<file path="src/rtl/midi_pkg.sv">
// Shared MIDI constants and the voice-allocator FSM state encoding.
package midi_pkg;
  localparam logic [3:0] NOTE_ON  = 4'h9;
  localparam logic [3:0] NOTE_OFF = 4'h8;
  localparam logic [3:0] CC       = 4'hB;

  localparam logic [6:0] CC_SUSTAIN       = 7'd64;
  localparam logic [6:0] CC_ALL_NOTES_OFF = 7'd123;

  typedef enum logic [2:0] {
    S_IDLE,
    S_DECODE,
    S_SCAN,
    S_COMMIT,
    S_RETRIG,
    S_ACK
  } state_t;
endpackage

</file>
<file path="src/rtl/midi_voice_allocator_if.sv">
// Event valid/ack handshake from the MIDI receiver to the voice allocator.
interface midi_voice_allocator_if;
  logic       midi_event_valid;
  logic [7:0] midi_command;
  logic [6:0] midi_parameter_1;
  logic [6:0] midi_parameter_2;
  logic       midi_event_ack;

  modport master (output midi_event_valid, midi_command, midi_parameter_1,
                  midi_parameter_2, input midi_event_ack);
  modport slave  (input midi_event_valid, midi_command, midi_parameter_1,
                  midi_parameter_2, output midi_event_ack);
endinterface

</file>
<file path="src/rtl/midi_voice_allocator_age_tracker.sv">
// Per-voice allocation stamps plus a one-voice-per-cycle search for the oldest
// held voice; age is modular so stamp counter wrap does not misorder voices.
module voice_age_tracker #(
  parameter int NUM_VOICES = 8,
  parameter int STAMP_BITS = 16,
  parameter int IDX_W      = 3
) (
  input  logic             clk,
  input  logic             rst_n,
  input  logic             i_scan_clr,
  input  logic             i_scan_en,
  input  logic [IDX_W-1:0] i_idx,
  input  logic             i_cand,
  input  logic             i_commit,
  input  logic [IDX_W-1:0] i_commit_idx,
  output logic [IDX_W-1:0] o_oldest_idx,
  output logic             o_oldest_vld
);
  logic [STAMP_BITS-1:0] r_stamp [NUM_VOICES];
  logic [STAMP_BITS-1:0] r_ctr;
  logic [STAMP_BITS-1:0] r_best_age;
  logic [STAMP_BITS-1:0] w_age;
  logic [IDX_W-1:0]      r_oldest_idx;
  logic                  r_oldest_vld;

  assign w_age        = r_ctr - r_stamp[i_idx];
  assign o_oldest_idx = r_oldest_idx;
  assign o_oldest_vld = r_oldest_vld;

  always_ff @(posedge clk or negedge rst_n) begin
    if (!rst_n) begin
      for (int i = 0; i < NUM_VOICES; i++) r_stamp[i] <= '0;
      r_ctr        <= '0;
      r_best_age   <= '0;
      r_oldest_idx <= '0;
      r_oldest_vld <= 1'b0;
    end else begin
      // strict '>' keeps the lowest index on equal ages since the scan ascends
      if (i_scan_clr) begin
        r_oldest_vld <= 1'b0;
      end else if (i_scan_en && i_cand && (!r_oldest_vld || w_age > r_best_age)) begin
        r_best_age   <= w_age;
        r_oldest_idx <= i_idx;
        r_oldest_vld <= 1'b1;
      end
      if (i_commit) begin
        r_stamp[i_commit_idx] <= r_ctr;
        r_ctr                 <= r_ctr + 1'b1;
      end
    end
  end
endmodule

</file>
<file path="src/rtl/midi_voice_allocator.sv">
// Polyphonic voice allocator: channel filter, velocity capture, oldest-voice
// stealing with gate retrigger, sustain pedal and all-notes-off.
module midi_voice_allocator
  import midi_pkg::*;
#(
  parameter int NUM_VOICES       = 8,
  parameter int STAMP_BITS       = 16,
  parameter int RETRIGGER_CYCLES = 800
) (
  input  logic                    clk,
  input  logic                    rst_n,
  midi_voice_allocator_if.slave   bus,
  input  logic [3:0]              midi_channel,
  input  logic                    omni,
  input  logic [NUM_VOICES-1:0]   voice_idle,
  output logic [NUM_VOICES-1:0]   voice_gate,
  output logic [7*NUM_VOICES-1:0] voice_note,
  output logic [7*NUM_VOICES-1:0] voice_velocity,
  output logic                    busy
);
  localparam int IDX_W = (NUM_VOICES > 1) ? $clog2(NUM_VOICES) : 1;
  localparam int RC_W  = $clog2(RETRIGGER_CYCLES + 1);
  typedef logic [IDX_W-1:0] idx_t;
  localparam idx_t LAST_IDX = idx_t'(NUM_VOICES - 1);

  state_t r_state, w_next;
  logic [7:0] r_cmd;
  logic [6:0] r_p1, r_p2;
  idx_t r_idx, r_tgt, w_tgt, w_oldest_idx;
  idx_t r_match_idx, r_idle_idx, r_free_idx;
  logic r_match_vld, r_idle_vld, r_free_vld, w_oldest_vld;
  logic r_is_on, r_sustain, w_steal;
  logic w_chan_ok, w_is_on, w_is_off, w_is_cc;
  logic [NUM_VOICES-1:0] r_gate, r_held, r_sus;
  logic [6:0] r_note [NUM_VOICES];
  logic [6:0] r_vel  [NUM_VOICES];
  logic [RC_W-1:0] r_rcnt;

  assign w_chan_ok = omni || (r_cmd[3:0] == midi_channel);
  assign w_is_on   = (r_cmd[7:4] == NOTE_ON) && (r_p2 != 7'd0);
  assign w_is_off  = (r_cmd[7:4] == NOTE_OFF) || ((r_cmd[7:4] == NOTE_ON) && (r_p2 == 7'd0));
  assign w_is_cc   = (r_cmd[7:4] == CC);

  voice_age_tracker #(
    .NUM_VOICES(NUM_VOICES), .STAMP_BITS(STAMP_BITS), .IDX_W(IDX_W)
  ) u_age (
    .clk(clk), .rst_n(rst_n),
    .i_scan_clr(r_state == S_DECODE), .i_scan_en(r_state == S_SCAN),
    .i_idx(r_idx), .i_cand(r_held[r_idx]),
    .i_commit(r_state == S_COMMIT), .i_commit_idx(w_tgt),
    .o_oldest_idx(w_oldest_idx), .o_oldest_vld(w_oldest_vld)
  );

  // With no held voice and no idle one, the first non-held (still releasing) voice is reused.
  always_comb begin
    w_tgt   = '0;
    w_steal = 1'b1;
    if (r_match_vld) begin
      w_tgt = r_match_idx;
    end else if (r_idle_vld) begin
      w_tgt   = r_idle_idx;
      w_steal = 1'b0;
    end else if (w_oldest_vld) begin
      w_tgt = w_oldest_idx;
    end else if (r_free_vld) begin
      w_tgt = r_free_idx;
    end
  end

  always_ff @(posedge clk or negedge rst_n) begin
    if (!rst_n) r_state <= S_IDLE;
    else        r_state <= w_next;
  end

  always_comb begin
    w_next = r_state;
    case (r_state)
      S_IDLE:   if (bus.midi_event_valid) w_next = S_DECODE;
      S_DECODE: w_next = (w_chan_ok && (w_is_on || w_is_off)) ? S_SCAN : S_ACK;
      S_SCAN:   if (r_idx == LAST_IDX) w_next = r_is_on ? S_COMMIT : S_ACK;
      S_COMMIT: w_next = w_steal ? S_RETRIG : S_ACK;
      S_RETRIG: if (r_rcnt == '0) w_next = S_ACK;
      S_ACK:    w_next = S_IDLE;
      default:  w_next = S_IDLE;
    endcase
  end

  always_ff @(posedge clk or negedge rst_n) begin
    if (!rst_n) begin
      r_cmd <= '0; r_p1 <= '0; r_p2 <= '0;
      r_idx <= '0; r_tgt <= '0; r_rcnt <= '0;
      r_is_on <= 1'b0; r_sustain <= 1'b0;
      r_match_vld <= 1'b0; r_idle_vld <= 1'b0; r_free_vld <= 1'b0;
      r_match_idx <= '0; r_idle_idx <= '0; r_free_idx <= '0;
      r_gate <= '0; r_held <= '0; r_sus <= '0;
      for (int i = 0; i < NUM_VOICES; i++) begin
        r_note[i] <= '0;
        r_vel[i]  <= '0;
      end
    end else begin
      case (r_state)
        S_IDLE: if (bus.midi_event_valid) begin
          r_cmd <= bus.midi_command;
          r_p1  <= bus.midi_parameter_1;
          r_p2  <= bus.midi_parameter_2;
        end
        S_DECODE: begin
          r_idx       <= '0;
          r_is_on     <= w_is_on;
          r_match_vld <= 1'b0;
          r_idle_vld  <= 1'b0;
          r_free_vld  <= 1'b0;
          if (w_chan_ok && w_is_cc) begin
            if (r_p1 == CC_SUSTAIN) begin
              r_sustain <= r_p2[6];
              if (r_sustain && !r_p2[6]) begin
                r_gate <= r_gate & ~r_sus;
                r_held <= r_held & ~r_sus;
                r_sus  <= '0;
              end
            end else if (r_p1 == CC_ALL_NOTES_OFF) begin
              r_gate <= '0;
              r_held <= '0;
              r_sus  <= '0;
            end
          end
        end
        S_SCAN: begin
          r_idx <= r_idx + idx_t'(1);
          if (r_is_on) begin
            if (!r_match_vld && r_held[r_idx] && r_note[r_idx] == r_p1) begin
              r_match_vld <= 1'b1;
              r_match_idx <= r_idx;
            end
            if (!r_idle_vld && voice_idle[r_idx] && !r_held[r_idx]) begin
              r_idle_vld <= 1'b1;
              r_idle_idx <= r_idx;
            end
            if (!r_free_vld && !r_held[r_idx]) begin
              r_free_vld <= 1'b1;
              r_free_idx <= r_idx;
            end
          end else if (r_held[r_idx] && r_note[r_idx] == r_p1) begin
            if (r_sustain) begin
              r_sus[r_idx] <= 1'b1;
            end else begin
              r_gate[r_idx] <= 1'b0;
              r_held[r_idx] <= 1'b0;
            end
          end
        end
        S_COMMIT: begin
          r_note[w_tgt] <= r_p1;
          r_vel[w_tgt]  <= r_p2;
          r_held[w_tgt] <= 1'b1;
          r_sus[w_tgt]  <= 1'b0;
          r_gate[w_tgt] <= !w_steal;
          r_tgt         <= w_tgt;
          r_rcnt        <= RC_W'(RETRIGGER_CYCLES - 1);
        end
        S_RETRIG: begin
          if (r_rcnt == '0) r_gate[r_tgt] <= 1'b1;
          else              r_rcnt <= r_rcnt - 1'b1;
        end
        default: ;
      endcase
    end
  end

  for (genvar g = 0; g < NUM_VOICES; g++) begin : g_pack
    assign voice_note[7*g +: 7]     = r_note[g];
    assign voice_velocity[7*g +: 7] = r_vel[g];
  end

  assign voice_gate         = r_gate;
  assign bus.midi_event_ack = (r_state == S_ACK);
  assign busy               = (r_state != S_IDLE);
endmodule

</file>
<file path="src/flat_wrapper.sv">
// flat-port wrapper written by rule: the top's interface ports become plain ports
module midi_voice_allocator_flat import midi_pkg::*;
#(
  parameter int NUM_VOICES       = 8,
  parameter int STAMP_BITS       = 16,
  parameter int RETRIGGER_CYCLES = 800
)
  (clk, rst_n, midi_channel, omni, voice_idle, voice_gate, voice_note, voice_velocity, busy, bus_midi_event_valid, bus_midi_command, bus_midi_parameter_1, bus_midi_parameter_2, bus_midi_event_ack);
  midi_voice_allocator_if bus_i ();
  input  logic clk;
  input  logic rst_n;
  input  logic [3:0] midi_channel;
  input  logic omni;
  input  logic [NUM_VOICES-1:0] voice_idle;
  output logic [NUM_VOICES-1:0] voice_gate;
  output logic [7*NUM_VOICES-1:0] voice_note;
  output logic [7*NUM_VOICES-1:0] voice_velocity;
  output logic busy;
  input wire logic [$bits(bus_i.midi_event_valid)-1:0] bus_midi_event_valid;
  input wire logic [$bits(bus_i.midi_command)-1:0] bus_midi_command;
  input wire logic [$bits(bus_i.midi_parameter_1)-1:0] bus_midi_parameter_1;
  input wire logic [$bits(bus_i.midi_parameter_2)-1:0] bus_midi_parameter_2;
  output wire logic [$bits(bus_i.midi_event_ack)-1:0] bus_midi_event_ack;
  assign bus_i.midi_event_valid = bus_midi_event_valid;
  assign bus_i.midi_command = bus_midi_command;
  assign bus_i.midi_parameter_1 = bus_midi_parameter_1;
  assign bus_i.midi_parameter_2 = bus_midi_parameter_2;
  assign bus_midi_event_ack = bus_i.midi_event_ack;
  midi_voice_allocator #(.NUM_VOICES(NUM_VOICES), .STAMP_BITS(STAMP_BITS), .RETRIGGER_CYCLES(RETRIGGER_CYCLES)) u_core (.clk(clk), .rst_n(rst_n), .bus(bus_i), .midi_channel(midi_channel), .omni(omni), .voice_idle(voice_idle), .voice_gate(voice_gate), .voice_note(voice_note), .voice_velocity(voice_velocity), .busy(busy));
endmodule
</file>
<file path="config.mk">
export PLATFORM = sky130hd
export DESIGN_NAME = midi_voice_allocator_flat
export DESIGN_NICKNAME = d
export VERILOG_FILES = /design/src/rtl/midi_pkg.sv /design/src/rtl/midi_voice_allocator_if.sv /design/src/rtl/midi_voice_allocator_age_tracker.sv /design/src/rtl/midi_voice_allocator.sv /design/src/flat_wrapper.sv
export SDC_FILE = /design/constraint.sdc
export NUM_CORES = 1
export LEC_CHECK = 0
export BUFFER_PORTS_ARGS = -buffer_cell sky130_fd_sc_hd__clkbuf_2
export CAP_MARGIN = 20
export CORE_MARGIN = 2
export CORE_UTILIZATION = 37
export CTS_CLUSTER_SIZE = 8
export DETAILED_ROUTE_END_ITERATION = 16
export SYNTH_ARGS = -nofsm -noshare
export SYNTH_HDL_FRONTEND = slang
export SYNTH_SLANG_ARGS = --single-unit
</file>
<file path="constraint.sdc">
create_clock -name clk -period 7.5 [get_ports clk]
set_input_delay 0.75 -clock clk [delete_from_list [all_inputs] [get_ports clk]]
set_output_delay 0.75 -clock clk [all_outputs]
set_load 0.01 [all_outputs]
</file>
Yosys cells after proc, flatten, opt, wreduce, memory -nomap -nowiden
Index checks and enable logic that the tools add are counted.
- $add $sub $neg: 4
- reductions and logical operators: 52
- order comparisons: 10
- eq/ne operators: 28
- muxes and demuxes: 74
- bitwise gates (word level): 14
- operator list (cell ; number):
    $mux 8 ; 20
    $bwmux 128 ; 1
    $bwmux 56 ; 2
    $bmux 16 s3 ; 1
    $demux 16 s3 ; 1
    $mux 16 ; 3
    $pmux 8 s3 ; 2
    $and 8x8->8 ; 5
    $pmux 8 s4 ; 1
    $mux 3 ; 9
    $not 8->8 ; 3
    $or 8x8->8 ; 3
    $reduce_and 3->1 ; 8
    $bmux 7 s3 ; 1
    $demux 7 s3 ; 1
    $mux 7 ; 3
    $pmux 10 s2 ; 1
    $ne 2x1->1 const B ; 9
    $logic_and 1x1->1 ; 17
    $add 16x1->16 const B ; 1
    $gt 16x16->1 ; 1
    $mux 1 ; 16
    $sub 16x16->16 ; 1
    $pmux 3 s5 ; 1
    other kinds (36) ; 71
- logic and storage cells: 228
- flip-flop bits (word level): 355
- output and inout port bits: 122
- input port bits: 38

Longest topological paths before layout
Gate-level depths: netlist of the first run.
- depth after elaboration: 11
- mapped depth: 27
- depth with buffers taken out: 23

By module
A second synthesis of the first run with hierarchy kept.
- cell total of the unflattened synthesis: 1402
- area total of the unflattened synthesis: 17585.6 um^2
- by module, submodules not included (module ; area each (um^2) ; cells each ; sequential area each (um^2) ; instances):
    midi_voice_allocator ; 9251.4 ; 790 ; 4779.6 ; 1
    voice_age_tracker ; 8334.2 ; 612 ; 4103.9 ; 1

Worst setup path after synthesis of the first run
Ideal clock, no wire load.
- kind: flip-flop to flip-flop
- from: reg u_core.r_idx[1]
- to: reg u_core.u_age.r_best_age[10]
- stages on the path, launching flop included: 27
- data required time: 7375 ps
- setup slack: 1935 ps
- data arrival time: 5441 ps
- setup time: 125 ps
- clock period less this slack: 5565 ps
- path buffers: 6
- path through: dfrtp_1 buf_4 buf_2 clkbuf_1 nor3_1 clkbuf_1 a22oi_1 nand3_1 ha_1 inv_1 fa_1 a21o_1 a21oi_1 nand2b_1 a211oi_1 o21ai_0 a22oi_1 xor2_1 ha_1 o21a_1 nor2_1 a31oi_1 o211ai_1 a21o_1 buf_2 buf_1 mux2_2
- longest elaborated chain between the ends: 9
- elaborated cells between the ends (all ways): 12
- classes of those cells: add/sub: 1; order compare: 1; mux: 5; bitwise: 1; reduce/logical: 4
- RTL lines (item ; line ; RTL):
    start, declared ; midi_voice_allocator.sv:29 ; idx_t r_idx, r_tgt, w_tgt, w_oldest_idx;
    start signal, assigned ; midi_voice_allocator.sv:129 ; r_idx <= r_idx + idx_t'(1);
    $not 3->4 (not written as such) ; midi_voice_allocator_age_tracker.sv:26 ; assign w_age = r_ctr - r_stamp[i_idx];
    $bmux 16 s3 ; midi_voice_allocator_age_tracker.sv:26 ;
    $mux 16 (not written as such) (2 in series) ; midi_voice_allocator_age_tracker.sv:26 ;
    $sub 16x16->16 ; midi_voice_allocator_age_tracker.sv:26 ;
    named net u_core.u_age.w_age[14] ; midi_voice_allocator_age_tracker.sv:22 ; logic [STAMP_BITS-1:0] w_age;
    $gt 16x16->1 ; midi_voice_allocator_age_tracker.sv:41 ; end else if (i_scan_en && i_cand && (!r_oldest_vld || w_age > r_best_age)) begin
    $logic_or 1x1->1 ; midi_voice_allocator_age_tracker.sv:41 ;
    $logic_and 1x1->1 ; midi_voice_allocator_age_tracker.sv:41 ;
    $reduce_and 2->1 (no source line) ; - ;
    end signal, assigned ; midi_voice_allocator_age_tracker.sv:42 ; r_best_age <= w_age;
    end, declared ; midi_voice_allocator_age_tracker.sv:21 ; logic [STAMP_BITS-1:0] r_best_age;
The timed path passes the listed nets, and every way through them passes these cells. The select of a mux whose other input is x is not followed.
A chain may end at the register's enable or synchronous reset.

Worst setup path after layout of the first run
- from: reg u_core.r_idx[1]
- to: reg u_core.u_age.r_best_age[7]
Same word-level chain as after synthesis.

==> impl_metrics.json, run 1 <==
{
  "status": "finished clean",
  "p_per_area_nw_per_um2": 276,
  "met2_usage_pct": 31.2,
  "critical_path_class": "reg2reg",
  "final_area_um2": 20000,
  "synth-seq-area-share_pct": 51.6,
  "synth_top_family_by_area": "multiplexers",
  "coreArea_um2": 46300,
  "drv_slew": 0,
  "ir_drop_mv": 0.155,
  "synth_seq_cells": 355,
  "final_util_pct": 43.3,
  "synth_area_um2": 17200,
  "fin_crit_sh_pct": 83.5,
  "leakage_uw": 0.00963,
  "die_h_um": 220,
  "synth_nets": 1502,
  "postCtsSetupBuffers": 0,
  "rsz0062_at_grt": "false",
  "whs_ns": 0.185,
  "grt_max_degree": 164,
  "instances_no_fill": 2181,
  "synth_compound_area_share_pct": 11.4,
  "crit_arrival_ns": 6.73,
  "syn2layout_area_growth_pct": 16.2,
  "drive_above_1_share_pct": 36.0,
  "use_met3_pct": 4.64,
  "path_clk_slew_ns": 0.05,
  "clockBufferDepth": 3,
  "max_freq_mhz": 160,
  "track_usage_pct": 20.1,
  "rows": 79,
  "cts_buffers": 50,
  "syn_inst": 1428,
  "setup_viol": 0,
  "min_path_type": "in2async",
  "hold_buffers": 0,
  "cts.sinks": 355,
  "die-area_um2": 48300,
  "synth-main-ff-cell": "dfrtp_1",
  "synthXorXnorAreaFrac_pct": 2.03,
  "fill_cells": 4352,
  "grt_pass1_vias": 12500,
  "synthMuxAreaShare_pct": 20.5,
  "clk_latency_ns": 0.60,
  "clock-root-buffer": "clkbuf_16",
  "worst_pin_slew_ns": 1.18,
  "worst-path-max-fanout": 32,
  "cts_resized": 0,
  "die_w_um": 220,
  "ios": 160,
  "ant_nets": 0,
  "async_flop_share_pct": 100,
  "synth-simple-area-share_pct": 8.64,
  "synth_edf_count": 0,
  "place_congestion": 0.842,
  "cp.required_ns": 7.97,
  "synth-adder-area-share_pct": 2.66,
  "syn_avg_cell_area_um2": 12.1,
  "crit_path_start_kind": "flop",
  "drc": 0,
  "port_buffers": 159,
  "critPathCaptureType": "flop",
  "cap_violations": 0,
  "start_util_pct": 37.2,
  "hold_viol_final": 0,
  "grt_first_pass_wirelength_um": 74800,
  "grt-ovfl-total": 0,
  "synth_warnings": 0,
  "diodes": 0,
  "skew_ns": 0.0236,
  "busiest_layer": "met2",
  "place_inst": 2122,
  "drt_first_pass_iters": 5,
  "wl_per_cell_um": 22.0,
  "place_area_um2": 18700,
  "hpwl_um": 31200,
  "antenna_found_initial": 0,
  "finalSetupTns_ns": 0,
  "synthDistinctLibCells": 82,
  "min_period_ns": 6.26,
  "vias": 12300,
  "cts_tree": "done",
  "drtIter0Drc": 945,
  "drt-vias-per-instance": 5.63,
  "nets": 1643,
  "totalWireLength_um": 48100,
  "htree_levels": 2,
  "slew_headroom_pct": 20.8,
  "grtUsageMet1_pct": 28.1
}
[synth_stat cells, drive strengths merged (4+ instances only)]
cell type  instances  share of area (%)
nor4              10               0.54
or4                5               0.24
buf               35               0.89
a21oi             34                1.0
mux4               9                1.2
nand2             72                1.6
a22o              13               0.66
a221oi            12               0.65
dfrtp            355                 52
xor2              13               0.66
clkbuf            65                1.4
o21a              13               0.57
a2bb2oi            6               0.30
nand2b            17               0.62
nand4             10               0.36
or2                5               0.18
o211ai            11               0.57
a21boi             4               0.24
a21o              12               0.52
and4               7               0.36
ha                35                2.5
mux2i             16               0.93
nand3b             9               0.39
nand3             21               0.64
a22oi             48                2.1
inv               38               0.83
and3              14               0.51
mux2             282                 18
o22a               4               0.20
or3               10               0.36
xnor2             27                1.4
nor2b              9               0.33
o21ai             48                1.4
a211oi            10               0.46
a31oi              9               0.33
nor3b              5               0.22
nor3              25               0.73
nor2              58                1.3
o31ai              4               0.20
[metrics by stage]
stage | total power (uW) | setup slack, ns
floorplan | 3120 | 1.93
global placement | 3510 | 1.42
detailed placement | 3540 | 1.23
CTS | 5580 | 1.21
global route | 5810 | 0.635
finish | 5530 | 1.24
[cell families (layout without fill, tap and decap cells)]
family,after synthesis,count (layout)
AO/OA/AOI/OAI,267,267
flip-flops,355,355
adder cells (fa/ha/maj),36,36
buffers and inverters,139,285
multiplexers,307,307
AND/OR/NAND/NOR,284,284
XOR/XNOR,40,40
[cells in the final DEF, fill, tap and decap left out, types with 11 or more instances in the layout]
| master | synthesis | final |
|---|---|---|
| and3_1 | 14 | 14 |
| clkbuf_16 | 0 | 50 |
| nor3_1 | 25 | 23 |
| xor2_1 | 13 | 13 |
| ha_1 | 35 | 35 |
| dfrtp_1 | 355 | 355 |
| o21a_1 | 13 | 13 |
| mux2i_1 | 16 | 16 |
| nand2_1 | 71 | 66 |
| a221oi_1 | 11 | 11 |
| clkbuf_2 | 0 | 158 |
| nand3_1 | 20 | 20 |
| mux2_2 | 279 | 279 |
| nor2_1 | 58 | 57 |
| xnor2_1 | 27 | 27 |
| a22oi_1 | 48 | 48 |
| a22o_1 | 13 | 13 |
| buf_4 | 3 | 27 |
| a21o_1 | 12 | 12 |
| nand2b_1 | 17 | 17 |
| a21oi_1 | 33 | 33 |
| inv_1 | 37 | 37 |
| o21ai_0 | 44 | 44 |
[worst max-delay path, stage by stage (launching register included)]
cell and delay [ns]:
dfrtp_1 0.57, buf_4 0.49, nand2b_1 0.16, nor2_1 0.15
buf_4 0.25, a22oi_1 0.09, and3_1 0.23, ha_1 0.30
nor2b_1 0.14, o31a_1 0.28, o41ai_1 0.44, o21ai_0 0.27
o21ai_0 0.33, xnor2_1 0.14, ha_1 0.32, nand2_1 0.10
nor3_1 0.27, a31oi_1 0.13, o211ai_1 0.27, a21o_1 0.77
mux2_2 0.42
[state kept, by name, indices dropped and copies added, names as in the netlist, 3 cells and up]
register	cells
u_core.r_idle_idx	3
u_core.r_idx	3
u_core.r_state	3
u_core.r_p1	7
u_core.r_tgt	3
u_core.r_free_idx	3
u_core.r_p2	7
u_core.voice_velocity	56
u_core.voice_gate	8
u_core.voice_note	56
u_core.r_held	8
u_core.u_age.o_oldest_idx	3
u_core.r_match_idx	3
u_core.u_age.r_best_age	16
u_core.r_cmd	8
u_core.u_age.r_stamp	128
u_core.u_age.r_ctr	16
u_core.r_rcnt	10
u_core.r_sus	8
[path summary, 6_finish.rpt]
check	startpoint	endpoint	slack, ns	depth (start not counted)
setup / recovery	u_core.r_idx[1]$_DFFE_PN0P_	u_core.u_age.r_best_age[7]$_DFFE_PN0P_	1.24	20
hold / removal	rst_n	u_core.voice_velocity[36]$_DFFE_PN0P_	0.19	1
setup reg to reg	u_core.r_idx[1]$_DFFE_PN0P_	u_core.u_age.r_best_age[7]$_DFFE_PN0P_	1.24	20
hold reg to reg	u_core.u_age.r_best_age[9]$_DFFE_PN0P_	u_core.u_age.r_best_age[9]$_DFFE_PN0P_	0.48	2
max in group asynchronous	rst_n	u_core.voice_velocity[25]$_DFFE_PN0P_	5.82	2
min in group clk	bus_midi_parameter_1[1]	u_core.r_p1[1]$_DFFE_PN0P_	0.38	2
[cell type report]
class / count / area (um^2) / share of cell area [%]
clock buffer: 54 / 1280 / 6.37
clock inverter: 3 / 58.8 / 0.294
inverter: 39 / 146 / 0.731
multi-input combinational: 934 / 7840 / 39.1
sequential: 355 / 8880 / 44.4
tap: 607 / 759 / 3.79
timing repair buffer: 189 / 1060 / 5.30
[routing by layer]
| metal | part of all wire [%] | routed length (um) | vias up |
|---|---|---|---|
| li1 | - | - | 5498 |
| met4 | 2.5 | 1200 | 0 |
| met2 | 45 | 21700 | 390 |
| met5 | 0 | 0 | - |
| met3 | 6.9 | 3300 | 89 |
| met1 | 45 | 21800 | 6301 |
[power breakdown]
group | switching (uW) | total [uW] | internal [uW]
Clock | 824 | 2010 | 1190
Sequential | 255 | 2340 | 2090
Combinational | 690 | 1170 | 482
Total | 1770 | 5530 | 3760
Power figures use the tool's default switching activity.
==> run 2, diff against run 1 <==
==> constraint.sdc (replaced) <==
create_clock -name clk -period 6.5 [get_ports clk]
set_input_delay 0.65 -clock clk [delete_from_list [all_inputs] [get_ports clk]]
set_output_delay 0.65 -clock clk [all_outputs]
set_load 0.01 [all_outputs]
==> impl_metrics.json, run 2 (synthesized netlist as in run 1, its figures left out) <==
{
  "final_common_cell": "dfrtp_1",
  "crit_buf_inv": 0,
  "crit_chain": "nand2_1, nor2_1, a221oi_1, and3_1, ha_1, nor2b_1, o31a_1, o41ai_1, a21boi_0, o21a_1, nor3_1, nor2_1, ha_1, nand4_1, nor3_1, a31oi_1, o211ai_1, a21o_2, mux2_2",
  "crit_cells": 19,
  "drc": 0,
  "grt-ovfl-total": 0,
  "fill_cells": 4373,
  "largest_reg_flops": 128,
  "grt_pass1_vias": 12500,
  "rr_worst_depth": 19,
  "drive_above_1_share_pct": 36.4,
  "wl_per_cell_um": 21.8,
  "port_buffers": 159,
  "leakage_uw": 0.00966,
  "crit_path_end": "u_core.u_age.r_best_age[6]$_DFFE_PN0P_",
  "cp_top_family": "compound AO/OA/AOI/OAI gates",
  "multi_input_area_um2": 7840,
  "worst-path-max-fanout": 28,
  "regMostFlops": "u_core.u_age.r_stamp",
  "r2r_end": "u_core.u_age.r_best_age[6]$_DFFE_PN0P_",
  "cts_tree": "done",
  "cts_buffers": 50,
  "start_util_pct": 37.2,
  "fin_crit_sh_pct": 91.2,
  "critical_path_class": "reg2reg",
  "status": "finished clean",
  "crit_start": "u_core.r_idx[2]$_DFFE_PN0P_",
  "path_clk_slew_ns": 0.05,
  "timing.rr.start": "u_core.r_idx[2]$_DFFE_PN0P_",
  "place_congestion": 0.893,
  "grt_max_degree": 156,
  "syn2layout_area_growth_pct": 16.6,
  "nets": 1649,
  "vias": 12200,
  "cp_slowest_cell": "nor2_1",
  "die-area_um2": 48300,
  "htree_levels": 2,
  "dp_slack_ns": 0.391,
  "diodes": 0,
  "hpwl_um": 31300,
  "cap_violations": 0,
  "setup_viol": 0,
  "antenna_found_initial": 0,
  "max_stage_delay_ns": 0.82,
  "crit_path_start_kind": "flop",
  "worst_pin_slew_ns": 1.14,
  "r2r_setup_slack_ns": 0.57,
  "clk_latency_ns": 0.59,
  "drt-vias-per-instance": 5.59,
  "critPathCaptureType": "flop",
  "cp.required_ns": 6.95,
  "clockBufferDepth": 3,
  "min_path_type": "in2async",
  "final_util_pct": 43.4,
  "crit_arrival_ns": 6.38,
  "drt_first_pass_iters": 5,
  "track_usage_pct": 20.0,
  "coreArea_um2": 46300,
  "rows": 79,
  "clock-root-buffer": "clkbuf_16",
  "drtIter0Drc": 946,
  "die_h_um": 220,
  "rsz0062_at_grt": "false",
  "p_per_area_nw_per_um2": 318,
  "die_w_um": 220,
  "min_period_ns": 5.93,
  "drv_slew": 0,
  "ios": 160,
  "hold_viol_final": 0,
  "skew_ns": 0.0294,
  "slew_headroom_pct": 23.7,
  "grt_first_pass_wirelength_um": 74900,
  "seqCellArea_um2": 8880,
  "ant_nets": 0,
  "setup_ws_ns": 0.569,
  "finalSetupTns_ns": 0,
  "postCtsSetupBuffers": 0,
  "max_freq_mhz": 169,
  "totalWireLength_um": 47600,
  "cts.sinks": 355,
  "ir_drop_mv": 0.197,
  "layout_common_cells": "355 x dfrtp_1, 279 x mux2_2, 158 x clkbuf_2, 66 x nand2_1, 57 x nor2_1"
}
[run 2: cell types whose count changed in the layout (fill, tap and decap cells not counted), sizes merged]
cell / before / now
buf: 30 / 37
inv: 40 / 38
bufinv: 0 / 1
dlymetal6s2s: 1 / 0
clkinv: 2 / 3
clkbuf: 212 / 210
[run 2: where the power goes]
| part | total [uW] | leakage, uW | switching [uW] | internal [uW] |
|---|---|---|---|---|
| sequential | 2680 | 0.00486 | 273 | 2410 |
| clock | 2320 | 0.000658 | 914 | 1410 |
| combinational | 1380 | 0.00414 | 817 | 564 |
[run 2: stage by stage]
stage          hold slack (ns)  std cells  area [um^2]  power (uW)
6_report                 0.120       2185        20100        6390
3_5_place_dp             0.466       2128        18700        4090
3_3_place_gp             0.463       2128        18700        4070
5_1_grt                  0.215       2185        20100        6730
2_1_floorplan            0.354       1428        17200        3600
4_1_cts                  0.199       2183        20000        6460
[run 2: worst register-to-register path: stages (launching register included)]
cell and delay (ns):
dfrtp_1 0.55, nand2_1 0.13, nor2_1 0.82, a221oi_1 0.17, and3_1 0.29, ha_1 0.29, nor2b_1 0.14, o31a_1 0.27
o41ai_1 0.44, a21boi_0 0.22, o21a_1 0.22, nor3_1 0.19, nor2_1 0.07, ha_1 0.29, nand4_1 0.13, nor3_1 0.26
a31oi_1 0.14, o211ai_1 0.25, a21o_2 0.50, mux2_2 0.41
[run 2: area by class of cell]
| type | instances | share of cell area, % |
|---|---|---|
| inverter | 39 | 0.729 |
| tap | 607 | 3.78 |
| clock inverter | 3 | 0.311 |
| clock buffer | 52 | 6.37 |
| multi-input combinational | 934 | 39.0 |
| sequential | 355 | 44.2 |
| timing repair buffer | 195 | 5.58 |
[run 2: timing repair]
item / 4_1_cts / 5_1_grt
resized for setup: 0 / 1
endpoints found under the setup margin: 0 / 20
hold buffers: 0 / 0
[run 2: how the worst min path moves through the flow]
stage	cells past startpoint	startpoint	endpoint	slack, ns
finish	1	rst_n	u_core.voice_note[12]$_DFFE_PN0P_	0.12
CTS	1	rst_n	u_core.voice_note[12]$_DFFE_PN0P_	0.20
detailed placement	2	u_core.u_age.r_best_age[12]$_DFFE_PN0P_	u_core.u_age.r_best_age[12]$_DFFE_PN0P_	0.47
global placement	2	u_core.u_age.r_stamp[80]$_DFFE_PN0P_	u_core.u_age.r_stamp[80]$_DFFE_PN0P_	0.46
global route	1	rst_n	u_core.voice_note[12]$_DFFE_PN0P_	0.22
floorplan	0	rst_n	u_core.r_cmd[0]$_DFFE_PN0P_	0.35
[run 2: per-layer routing]
layer  vias to the layer above  track usage (%)  wire length (um)
met3                        86             3.96              2810
met1                      6243             27.8             21900
met4                         0             7.34              1430
met2                       386             31.1             21500
li1                       5489                -                 -
met5                         -                0                 0
==> run 3, diff against run 2 <==
--- a/config.mk
+++ b/config.mk
@@ -8,9 +8,10 @@
 export BUFFER_PORTS_ARGS = -buffer_cell sky130_fd_sc_hd__clkbuf_2
 export CAP_MARGIN = 20
 export CORE_MARGIN = 2
-export CORE_UTILIZATION = 37
+export CORE_UTILIZATION = 30
 export CTS_CLUSTER_SIZE = 8
 export DETAILED_ROUTE_END_ITERATION = 16
+export PLACE_DENSITY = 0.45
 export SYNTH_ARGS = -nofsm -noshare
 export SYNTH_HDL_FRONTEND = slang
 export SYNTH_SLANG_ARGS = --single-unit
==> impl_metrics.json, run 3 (synthesized netlist as in run 1, its figures left out) <==
{
  "nets": 1652,
  "max_freq_mhz": 171,
  "coreArea_um2": 56600,
  "worst-path-max-fanout": 16,
  "grt_max_degree": 166,
  "regMostFlops": "u_core.u_age.r_stamp",
  "final_util_pct": 35.8,
  "start_util_pct": 30.4,
  "hold_viol_final": 0,
  "leakage_uw": 0.00965,
  "hold_buffers": 0,
  "ant_nets": 0,
  "min_path_type": "in2async",
  "worst_pin_slew_ns": 0.983,
  "place_area_um2": 18900,
  "grt_first_pass_wirelength_um": 80600,
  "die-area_um2": 59400,
  "die_w_um": 244,
  "min_period_ns": 5.85,
  "dp_slack_ns": 0.658,
  "cp_top_family": "compound AO/OA/AOI/OAI gates",
  "place_congestion": 0.797,
  "slew_headroom_pct": 34.4,
  "crit_path_start_kind": "flop",
  "rows": 87,
  "drv_slew": 0,
  "ios": 160,
  "setup_ws_ns": 0.652,
  "crit_arrival_ns": 6.33,
  "htree_levels": 2,
  "skew_ns": 0.0261,
  "drive_above_1_share_pct": 36.7,
  "clockBufferDepth": 3,
  "cts_tree": "done",
  "whs_ns": 0.0171,
  "die_h_um": 244,
  "ir_drop_mv": 0.179,
  "drt_first_pass_iters": 5,
  "drt-vias-per-instance": 5.17,
  "final_common_cell": "dfrtp_1",
  "cts_resized": 0,
  "rsz0062_at_grt": "false",
  "diodes": 0,
  "cts.sinks": 355,
  "cts_buffers": 50,
  "crit_chain": "inv_1, nor2_2, buf_4, a22oi_1, and3_1, ha_1, o21a_1, o31a_1, o41ai_1, o21ai_0, o2111a_1, a211oi_1, ha_1, a22oi_1, nand3_1, nor2_1, o21a_1, a21o_1, buf_4, mux2_2",
  "drc": 0,
  "fin_crit_sh_pct": 90.0,
  "final_area_um2": 20300,
  "grt_pass1_vias": 12700,
  "path_clk_slew_ns": 0.05,
  "crit_buf_inv": 3,
  "cp.required_ns": 6.98,
  "vias": 12100,
  "drtIter0Drc": 623,
  "grt-ovfl-total": 0,
  "p_per_area_nw_per_um2": 318,
  "totalWireLength_um": 52000,
  "syn2layout_area_growth_pct": 17.7,
  "port_buffers": 159,
  "clock-root-buffer": "clkbuf_16",
  "largest_reg_flops": 128,
  "status": "finished clean",
  "clk_latency_ns": 0.60,
  "antenna_found_initial": 0,
  "critical_path_class": "reg2reg",
  "max_stage_delay_ns": 0.49,
  "postCtsSetupBuffers": 0,
  "finalSetupTns_ns": 0,
  "critPathCaptureType": "flop",
  "wl_per_cell_um": 22.2,
  "hpwl_um": 34300,
  "track_usage_pct": 17.6,
  "layout_common_cells": "353 x dfrtp_1, 279 x mux2_2, 158 x clkbuf_2, 66 x nand2_1, 54 x nor2_1",
  "cap_violations": 0,
  "cp_slowest_cell": "dfrtp_2",
  "setup_viol": 0
}
run 3: cell count changes in the layout (fill, tap and decap cells not counted), sizes merged:
cell and change:
buf +3, bufinv -1, clkbuf +2, clkinv -1
inv +2
run 3: final timing paths:
| kind | slack (ns) | cells past startpoint | to | startpoint |
|---|---|---|---|---|
| setup / recovery | 0.65 | 20 | u_core.u_age.r_best_age[15]$_DFFE_PN0P_ | u_core.r_idx[2]$_DFFE_PN0P_ |
| hold / removal | 0.02 | 1 | u_core.voice_note[52]$_DFFE_PN0P_ | rst_n |
| setup reg to reg | 0.65 | 20 | u_core.u_age.r_best_age[15]$_DFFE_PN0P_ | u_core.r_idx[2]$_DFFE_PN0P_ |
| hold reg to reg | 0.48 | 2 | u_core.u_age.r_best_age[9]$_DFFE_PN0P_ | u_core.u_age.r_best_age[9]$_DFFE_PN0P_ |
| max in group asynchronous | 5.08 | 2 | u_core.u_age.r_stamp[121]$_DFFE_PN0P_ | rst_n |
| min in group clk | 0.28 | 2 | u_core.r_p1[5]$_DFFE_PN0P_ | bus_midi_parameter_1[5] |
run 3: power breakdown:
| part | switching (uW) | total [uW] | internal [uW] |
|---|---|---|---|
| Clock | 975 | 2360 | 1380 |
| Combinational | 818 | 1380 | 564 |
| Sequential | 298 | 2710 | 2410 |
| Total | 2090 | 6450 | 4360 |
run 3: area by class of cell:
type | count | area, um^2
Clock buffer | 54 | 1290
Fill cell | 5654 | 36300
Tap cell | 756 | 946
Sequential cell | 355 | 8890
Multi-Input combinational cell | 934 | 7850
Clock inverter | 3 | 56.3
Timing Repair Buffer | 198 | 1110
Inverter | 39 | 146
run 3: per-stage QoR:
stage	total power (uW)	cells
after global routing	6800	2339
final	6450	2339
after floorplan	3600	1428
after CTS	6550	2339
after global placement	4120	2280
after detailed placement	4140	2282
run 3: worst reg2reg max path, delay by kind of cell (launching register included):
family | cells | cell delay (ns)
fa+ha+maj | 2 | 0.69
simple gates | 4 | 0.88
compound gates | 10 | 2.50
flops | 1 | 0.49
buf+inv | 3 | 0.81
mux | 1 | 0.36
run 3: per-layer routing:
metal	vias to the layer above	global-route usage, %	share of wire, %
met5	-	0	0
met4	0	5.29	2.3
met3	75	3.58	5.1
met2	291	27.5	45
met1	6194	24.6	47
li1	5522	-	-
